`config.mk`:
```
export PLATFORM = sky130hd
export DESIGN_NAME = pipeline_hazard_ctrl_flat
export DESIGN_NICKNAME = d
export VERILOG_FILES = /design/src/rtl/pipeline_hazard_ctrl_if.sv /design/src/rtl/pipeline_hazard_ctrl.sv /design/src/flat_wrapper.sv
export SDC_FILE = /design/constraint.sdc
export NUM_CORES = 1
export LEC_CHECK = 0
export ABC_AREA = 0
export ABC_CLOCK_PERIOD_IN_PS = 2100
export CORE_ASPECT_RATIO = 0.6
export CORE_UTILIZATION = 42
export DETAILED_ROUTE_END_ITERATION = 7
export HOLD_SLACK_MARGIN = 0.1
export PLACE_DENSITY = 0.81
export SYNTH_ARGS = -nofsm -noshare
export SYNTH_HDL_FRONTEND = slang
export SYNTH_SLANG_ARGS = --single-unit
```
`constraint.sdc`:
```
create_clock -name clk -period 2.1 [get_ports clk]
set_input_delay 0.42 -clock clk [delete_from_list [all_inputs] [get_ports clk]]
set_output_delay 0.42 -clock clk [all_outputs]
set_load 0.01 [all_outputs]
```
`src/rtl/pipeline_hazard_ctrl_if.sv`:
```
// Hazard-controller bundle between the pipeline datapath (master) and pipeline_hazard_ctrl (slave).
// Perf counter signals exist only when HAZARD_PERF_CNT_EN is defined.
interface pipeline_hazard_ctrl_if #(
  parameter int unsigned CNT_W = 32
);
  logic [3:0] RA1D, RA2D, RA1E, RA2E;
  logic [3:0] WA3E, WA3M, WA3W;
  logic       RegWriteM, RegWriteW;
  logic       MemtoRegE, PCSrc, McOpE, mc_done;
  logic [1:0] ForwardAE, ForwardBE;
  logic       StallF, StallD, StallE;
  logic       FlushD, FlushE, FlushM;
  logic       mc_start, mc_err;
`ifdef HAZARD_PERF_CNT_EN
  logic [CNT_W-1:0] stall_cnt, flush_cnt;

  modport master (
    output RA1D, RA2D, RA1E, RA2E, WA3E, WA3M, WA3W,
           RegWriteM, RegWriteW, MemtoRegE, PCSrc, McOpE, mc_done,
    input  ForwardAE, ForwardBE, StallF, StallD, StallE,
           FlushD, FlushE, FlushM, mc_start, mc_err, stall_cnt, flush_cnt
  );
  modport slave (
    input  RA1D, RA2D, RA1E, RA2E, WA3E, WA3M, WA3W,
           RegWriteM, RegWriteW, MemtoRegE, PCSrc, McOpE, mc_done,
    output ForwardAE, ForwardBE, StallF, StallD, StallE,
           FlushD, FlushE, FlushM, mc_start, mc_err, stall_cnt, flush_cnt
  );
`else
  modport master (
    output RA1D, RA2D, RA1E, RA2E, WA3E, WA3M, WA3W,
           RegWriteM, RegWriteW, MemtoRegE, PCSrc, McOpE, mc_done,
    input  ForwardAE, ForwardBE, StallF, StallD, StallE,
           FlushD, FlushE, FlushM, mc_start, mc_err
  );
  modport slave (
    input  RA1D, RA2D, RA1E, RA2E, WA3E, WA3M, WA3W,
           RegWriteM, RegWriteW, MemtoRegE, PCSrc, McOpE, mc_done,
    output ForwardAE, ForwardBE, StallF, StallD, StallE,
           FlushD, FlushE, FlushM, mc_start, mc_err
  );
`endif
endinterface

```
`src/rtl/pipeline_hazard_ctrl.sv`:
```
// Forwarding, load-use stall, branch flush and multicycle-unit sequencing for the 5-stage pipeline.
// Optional saturating perf counters are built when HAZARD_PERF_CNT_EN is defined.
module pipeline_hazard_ctrl #(
  parameter int unsigned FLUSH_CYCLES = 2,
  parameter int unsigned MC_TIMEOUT   = 1024,
  parameter int unsigned CNT_W        = 32
) (
  input  logic                    clk,
  input  logic                    reset,
  pipeline_hazard_ctrl_if.slave   bus
);

  localparam logic [1:0] S_RUN     = 2'd0;
  localparam logic [1:0] S_FLUSH   = 2'd1;
  localparam logic [1:0] S_MC_WAIT = 2'd2;

  localparam int unsigned     FC_W    = (FLUSH_CYCLES > 1) ? $clog2(FLUSH_CYCLES) : 1;
  localparam int unsigned     TO_W    = $clog2(MC_TIMEOUT + 1);
  localparam logic [FC_W-1:0] FC_LOAD = FC_W'(FLUSH_CYCLES - 1);
  localparam logic [TO_W-1:0] TO_LAST = TO_W'(MC_TIMEOUT - 1);
  localparam logic            FC_STAY = (FLUSH_CYCLES > 1);

  logic [1:0]      r_state, w_state_nxt;
  logic [FC_W-1:0] r_fl_cnt, w_fl_cnt_nxt;
  logic [TO_W-1:0] r_to_cnt, w_to_cnt_nxt;
  logic            r_mc_start, w_mc_start_nxt;
  logic            r_mc_err, w_mc_err_nxt;
  logic            w_stall_f, w_stall_d, w_stall_e;
  logic            w_flush_d, w_flush_e, w_flush_m;
  logic            w_load_use;

  function automatic logic [1:0] fwd_sel(input logic [3:0] ra, input logic rw_m,
                                         input logic [3:0] wa_m, input logic rw_w,
                                         input logic [3:0] wa_w);
    if (rw_m && (ra == wa_m) && (wa_m != 4'd15))      return 2'b10;
    else if (rw_w && (ra == wa_w) && (wa_w != 4'd15)) return 2'b01;
    else                                              return 2'b00;
  endfunction

  assign bus.ForwardAE = fwd_sel(bus.RA1E, bus.RegWriteM, bus.WA3M, bus.RegWriteW, bus.WA3W);
  assign bus.ForwardBE = fwd_sel(bus.RA2E, bus.RegWriteM, bus.WA3M, bus.RegWriteW, bus.WA3W);

  assign w_load_use = bus.MemtoRegE && ((bus.RA1D == bus.WA3E) || (bus.RA2D == bus.WA3E));

  always_comb begin
    w_state_nxt    = r_state;
    w_fl_cnt_nxt   = r_fl_cnt;
    w_to_cnt_nxt   = r_to_cnt;
    w_mc_start_nxt = 1'b0;
    w_mc_err_nxt   = r_mc_err;
    w_stall_f      = 1'b0;
    w_stall_d      = 1'b0;
    w_stall_e      = 1'b0;
    w_flush_d      = 1'b0;
    w_flush_e      = 1'b0;
    w_flush_m      = 1'b0;
    case (r_state)
      S_RUN: begin
        if (bus.PCSrc) begin
          w_flush_d    = 1'b1;
          w_flush_e    = 1'b1;
          w_fl_cnt_nxt = FC_LOAD;
          w_state_nxt  = FC_STAY ? S_FLUSH : S_RUN;
        end else if (bus.McOpE) begin
          w_stall_f      = 1'b1;
          w_stall_d      = 1'b1;
          w_stall_e      = 1'b1;
          w_flush_m      = 1'b1;
          w_to_cnt_nxt   = '0;
          w_mc_start_nxt = 1'b1;
          w_state_nxt    = S_MC_WAIT;
        end else if (w_load_use) begin
          w_stall_f = 1'b1;
          w_stall_d = 1'b1;
          w_flush_e = 1'b1;
        end
      end
      S_FLUSH: begin
        // Decode/Execute hold wrong-path instructions here, so only a new branch is honoured.
        w_flush_d = 1'b1;
        if (bus.PCSrc) begin
          w_flush_e    = 1'b1;
          w_fl_cnt_nxt = FC_LOAD;
          w_state_nxt  = FC_STAY ? S_FLUSH : S_RUN;
        end else begin
          w_fl_cnt_nxt = r_fl_cnt - FC_W'(1);
          if (r_fl_cnt <= FC_W'(1)) begin
            w_fl_cnt_nxt = '0;
            w_state_nxt  = S_RUN;
          end
        end
      end
      S_MC_WAIT: begin
        if (bus.mc_done) begin
          w_state_nxt = S_RUN;
        end else if (r_to_cnt == TO_LAST) begin
          w_mc_err_nxt = 1'b1;
          w_state_nxt  = S_RUN;
        end else begin
          w_stall_f    = 1'b1;
          w_stall_d    = 1'b1;
          w_stall_e    = 1'b1;
          w_flush_m    = 1'b1;
          w_to_cnt_nxt = r_to_cnt + TO_W'(1);
        end
      end
      default: w_state_nxt = S_RUN;
    endcase
  end

  always_ff @(posedge clk or posedge reset) begin
    if (reset) begin
      r_state    <= S_RUN;
      r_fl_cnt   <= '0;
      r_to_cnt   <= '0;
      r_mc_start <= 1'b0;
      r_mc_err   <= 1'b0;
    end else begin
      r_state    <= w_state_nxt;
      r_fl_cnt   <= w_fl_cnt_nxt;
      r_to_cnt   <= w_to_cnt_nxt;
      r_mc_start <= w_mc_start_nxt;
      r_mc_err   <= w_mc_err_nxt;
    end
  end

  // Outputs also decode live inputs, so reset masks them to reach zero without a clock edge.
  assign bus.StallF   = w_stall_f & ~reset;
  assign bus.StallD   = w_stall_d & ~reset;
  assign bus.StallE   = w_stall_e & ~reset;
  assign bus.FlushD   = w_flush_d & ~reset;
  assign bus.FlushE   = w_flush_e & ~reset;
  assign bus.FlushM   = w_flush_m & ~reset;
  assign bus.mc_start = r_mc_start;
  assign bus.mc_err   = r_mc_err;

`ifdef HAZARD_PERF_CNT_EN
  logic [CNT_W-1:0] r_stall_cnt, r_flush_cnt;

  always_ff @(posedge clk or posedge reset) begin
    if (reset) begin
      r_stall_cnt <= '0;
      r_flush_cnt <= '0;
    end else begin
      if (w_stall_f && (r_stall_cnt != '1)) r_stall_cnt <= r_stall_cnt + CNT_W'(1);
      if (w_flush_d && (r_flush_cnt != '1)) r_flush_cnt <= r_flush_cnt + CNT_W'(1);
    end
  end

  assign bus.stall_cnt = r_stall_cnt;
  assign bus.flush_cnt = r_flush_cnt;
`endif

endmodule

```
`src/flat_wrapper.sv`:
```
// flat-port wrapper written by rule: the top's interface ports become plain ports
module pipeline_hazard_ctrl_flat 
#(
  parameter int unsigned FLUSH_CYCLES = 2,
  parameter int unsigned MC_TIMEOUT   = 1024,
  parameter int unsigned CNT_W        = 32
)
  (clk, reset, bus_RA1D, bus_RA2D, bus_RA1E, bus_RA2E, bus_WA3E, bus_WA3M, bus_WA3W, bus_RegWriteM, bus_RegWriteW, bus_MemtoRegE, bus_PCSrc, bus_McOpE, bus_mc_done, bus_ForwardAE, bus_ForwardBE, bus_StallF, bus_StallD, bus_StallE, bus_FlushD, bus_FlushE, bus_FlushM, bus_mc_start, bus_mc_err);
  pipeline_hazard_ctrl_if #(.CNT_W(CNT_W)) bus_i ();
  input  logic clk;
  input  logic reset;
  input wire logic [$bits(bus_i.RA1D)-1:0] bus_RA1D;
  input wire logic [$bits(bus_i.RA2D)-1:0] bus_RA2D;
  input wire logic [$bits(bus_i.RA1E)-1:0] bus_RA1E;
  input wire logic [$bits(bus_i.RA2E)-1:0] bus_RA2E;
  input wire logic [$bits(bus_i.WA3E)-1:0] bus_WA3E;
  input wire logic [$bits(bus_i.WA3M)-1:0] bus_WA3M;
  input wire logic [$bits(bus_i.WA3W)-1:0] bus_WA3W;
  input wire logic [$bits(bus_i.RegWriteM)-1:0] bus_RegWriteM;
  input wire logic [$bits(bus_i.RegWriteW)-1:0] bus_RegWriteW;
  input wire logic [$bits(bus_i.MemtoRegE)-1:0] bus_MemtoRegE;
  input wire logic [$bits(bus_i.PCSrc)-1:0] bus_PCSrc;
  input wire logic [$bits(bus_i.McOpE)-1:0] bus_McOpE;
  input wire logic [$bits(bus_i.mc_done)-1:0] bus_mc_done;
  output wire logic [$bits(bus_i.ForwardAE)-1:0] bus_ForwardAE;
  output wire logic [$bits(bus_i.ForwardBE)-1:0] bus_ForwardBE;
  output wire logic [$bits(bus_i.StallF)-1:0] bus_StallF;
  output wire logic [$bits(bus_i.StallD)-1:0] bus_StallD;
  output wire logic [$bits(bus_i.StallE)-1:0] bus_StallE;
  output wire logic [$bits(bus_i.FlushD)-1:0] bus_FlushD;
  output wire logic [$bits(bus_i.FlushE)-1:0] bus_FlushE;
  output wire logic [$bits(bus_i.FlushM)-1:0] bus_FlushM;
  output wire logic [$bits(bus_i.mc_start)-1:0] bus_mc_start;
  output wire logic [$bits(bus_i.mc_err)-1:0] bus_mc_err;
  assign bus_i.RA1D = bus_RA1D;
  assign bus_i.RA2D = bus_RA2D;
  assign bus_i.RA1E = bus_RA1E;
  assign bus_i.RA2E = bus_RA2E;
  assign bus_i.WA3E = bus_WA3E;
  assign bus_i.WA3M = bus_WA3M;
  assign bus_i.WA3W = bus_WA3W;
  assign bus_i.RegWriteM = bus_RegWriteM;
  assign bus_i.RegWriteW = bus_RegWriteW;
  assign bus_i.MemtoRegE = bus_MemtoRegE;
  assign bus_i.PCSrc = bus_PCSrc;
  assign bus_i.McOpE = bus_McOpE;
  assign bus_i.mc_done = bus_mc_done;
  assign bus_ForwardAE = bus_i.ForwardAE;
  assign bus_ForwardBE = bus_i.ForwardBE;
  assign bus_StallF = bus_i.StallF;
  assign bus_StallD = bus_i.StallD;
  assign bus_StallE = bus_i.StallE;
  assign bus_FlushD = bus_i.FlushD;
  assign bus_FlushE = bus_i.FlushE;
  assign bus_FlushM = bus_i.FlushM;
  assign bus_mc_start = bus_i.mc_start;
  assign bus_mc_err = bus_i.mc_err;
  pipeline_hazard_ctrl #(.FLUSH_CYCLES(FLUSH_CYCLES), .MC_TIMEOUT(MC_TIMEOUT), .CNT_W(CNT_W)) u_core (.clk(clk), .reset(reset), .bus(bus_i));
endmodule
```
==> qor.txt <==
outcome: finished, violations left
failing checks: negative setup slack
hold wc startpoint: u_core.bus.mc_err
area of the multi-input gates: 786 um^2
RSZ-0062 raised after global routing: true
Worst Hold Class: register to register
Area growth syn-to-layout: 74.4%
core area: 2310 um^2
Metal-1 WL: 1870 um
port buffer count: 47
Final WS setup: -0.00928 ns
Worst path depth: 7
Max-slew headroom: 62.2%
r2r setup slk: 0.25 ns
ANT cells: 0
Worst Max-Slew Pin Slew: 0.567 ns
FF-to-FF End: u_core.r_to_cnt[3]
clk sinks: 15
drt pass-1 iters: 6
CTS Buf Count: 3
Synth Instances: 121
num ports: 48
Via density: 6.19
setup slack at placement: -0.723 ns
RePlAce Congestion: 0.875
pin count of the biggest net entering global routing: 16
Final #Nets: 234
Worst Path Arrival: 1.69 ns
Initial DRC Count: 154
Hold-fix buffers, CTS: 0
clock tree from TritonCTS: built
share of cells above drive strength 1: 31.1%
first-pass GRT wire length: 6130 um
synth warn: 0
GRT Total Usage: 29.7%
CTS root buf: clkbuf_8
Setup violations, final: 3
Reg2Reg Depth: 10
Peak supply drop: 0.000419 V
Post-synth top cells: 20 x xnor2_1, 15 x dfrtp_1, 12 x nand2_1, 9 x nor2_1, 6 x nand4_1
Async SR Flop Fraction: 100%
met3 WL: 381 um
Max stage delay on crit path: 0.37 ns
most frequent cell after synthesis: xnor2_1
final HPWL from detailed placement: 3150 um
total wire length: 4660 um
die footprint: 2810 um^2
Total Power: 0.839 mW
Setup Skew: 0.000923 ns
leading area contributor after synthesis: dfrtp_1
Die Y-Extent: 41.5 um
Residual DRC: 0
hold depth: 1
Highest Clock Rate: 474 MHz
Mapped Area: 1090 um^2
#FFs+latches synth: 15
launch point of the worst reg-to-reg path: u_core.r_to_cnt[0]
Period Utilization, post-route: 100%
Vias: 1400
sequential cell area fraction in the yosys report: 34.4%
Hold Path End: u_core.bus.mc_err
library cells used by synthesis: 39
Worst Path Class, Setup: register to output port
FILL cells: 124
CTS max path bufs: 2
DR WL met2: 2240 um
final number of max-transition violations: 0
Final min period: 2.11 ns
ys flop type: dfrtp_1
Syn Nets: 158
Reg area: 375 um^2
Reg clk slew, reported paths: 0.06 ns
LEAKAGE: 0.951 nW
WL per Instance: 20.6 um
Startpoint Class: register
leading post-synthesis cells by cell area: dfrtp_1 34%, xnor2_1 16%, nand2_1 4.1%
Crit path buffers/inverters: 2
H-tree levels: 1
max cap viols: 0
row count: 13
pwr dens: 441 nW/um^2
top cell family by delay on the critical path: flip-flops
DRT antenna net count: 0
gr ovfl total: 0
Max stage delay cell, worst path: dfrtp_1
Max FO, Critical Path: 3
vias in the first global route: 1286
clk_lat worst skew: 0.25 ns
Initial Util: 47.2%
Highest Signal Layer: met4
Final Hold Fails: 0
number of synthesized flops with an enable pin: 0
Required @ worst endpoint: 1.68 ns
worst path cell trace: ha_2, and3_4, nand3_4, a21oi_4, buf_6, o22ai_4, buf_2
post-synth top area share: 34.4%
die extent in x: 67.8 um
synthesized area per cell: 9.02 um^2
initial antenna violation count: 0
Worst setup EP type: output port
metal layers:
layer  vias to the layer above  track usage, %
li1                        597               -
met5                         -               0
met4                         0            6.25
met3                        28            7.97
met1                       677            39.8
met2                        98            47.7
worst max-delay path by stage:
stage                       start    endpoint  slack, ns
4_1_cts               bus_RA2D[2]  bus_FlushE      -0.02
3_5_place_dp          bus_WA3E[1]  bus_FlushE      -0.72
3_3_place_gp          bus_WA3E[1]  bus_FlushE      -0.67
6_report       u_core.r_to_cnt[0]  bus_StallF     -0.009
5_1_grt        u_core.r_to_cnt[1]  bus_StallF      -0.07
2_1_floorplan  u_core.r_to_cnt[0]  bus_StallF       0.20
cells in the final DEF, fill, tap and decap left out, types with 2 or more instances in the layout:
| cell type | count |
|---|---|
| dlymetal6s2s_1 | 12 |
| nand4_1 | 6 |
| clkdlybuf4s50_1 | 8 |
| a21oi_1 | 4 |
| nand3_1 | 3 |
| dfrtp_1 | 15 |
| clkbuf_2 | 6 |
| nand2_1 | 12 |
| nor2_1 | 6 |
| buf_2 | 3 |
| clkbuf_8 | 3 |
| dlygate4sd2_1 | 14 |
| clkdlybuf4s15_2 | 3 |
| o41ai_1 | 2 |
| xor2_1 | 4 |
| inv_1 | 4 |
| xnor2_1 | 16 |
| o311ai_0 | 2 |
| buf_4 | 25 |
| a31oi_1 | 2 |
| nor3_1 | 3 |
| xnor2_2 | 4 |
| and4_1 | 2 |
| and2_1 | 2 |
| nor2_2 | 3 |
power breakdown:
part	internal (mW)	switching (mW)	leakage, nW	total [mW]
registers	0.302	0.0127	0.205	0.315
clock network	0.135	0.102	0.0228	0.237
logic	0.155	0.133	0.723	0.287
flip-flops by register name, summed over array words and instances, names as in the netlist:
signal and flops:
u_core.bus.mc_err 1, u_core.bus.mc_start 1, u_core.r_state 2, u_core.r_to_cnt 11
cell type report:
class	instances	share of cell area [%]
multi-input combinational	99	41.3
clock buffer	4	2.37
inverter	5	0.986
sequential	15	19.7
tap	30	1.97
timing repair buffer	73	33.7
per-stage QoR:
step	instances	setup TNS (ns)	utilization (%)	cell area [um^2]	hold slack (ns)
after floorplan	121	0	-	1090	0.321
after global placement	217	-3.69	75.4	1740	0.437
after detailed placement	217	-4.23	75.4	1740	0.461
after CTS	223	-0.0174	77.9	1800	0.474
after global routing	226	-0.245	82.4	1900	0.490
final	226	-0.0229	82.4	1900	0.474
kinds of logic (layout without fill, tap and decap cells):
family	after synthesis	after routing	synth area share [%]
flops	15	15	34.4
mux	2	2	1.95
buf+inv	7	82	3.10
fa+ha+maj	1	1	1.15
simple gates	51	51	26.0
xor+xnor	24	24	19.3
compound gates	21	21	14.1
repair_timing:
item | in CTS | in global routing
resized for setup | 55 | 34
hold endpoints to repair | 0 | 0
setup endpoints to repair | 10 | 6
pin swaps | 8 | 12
setup buffers | 2 | 3
(Power assumes the default switching activity.)
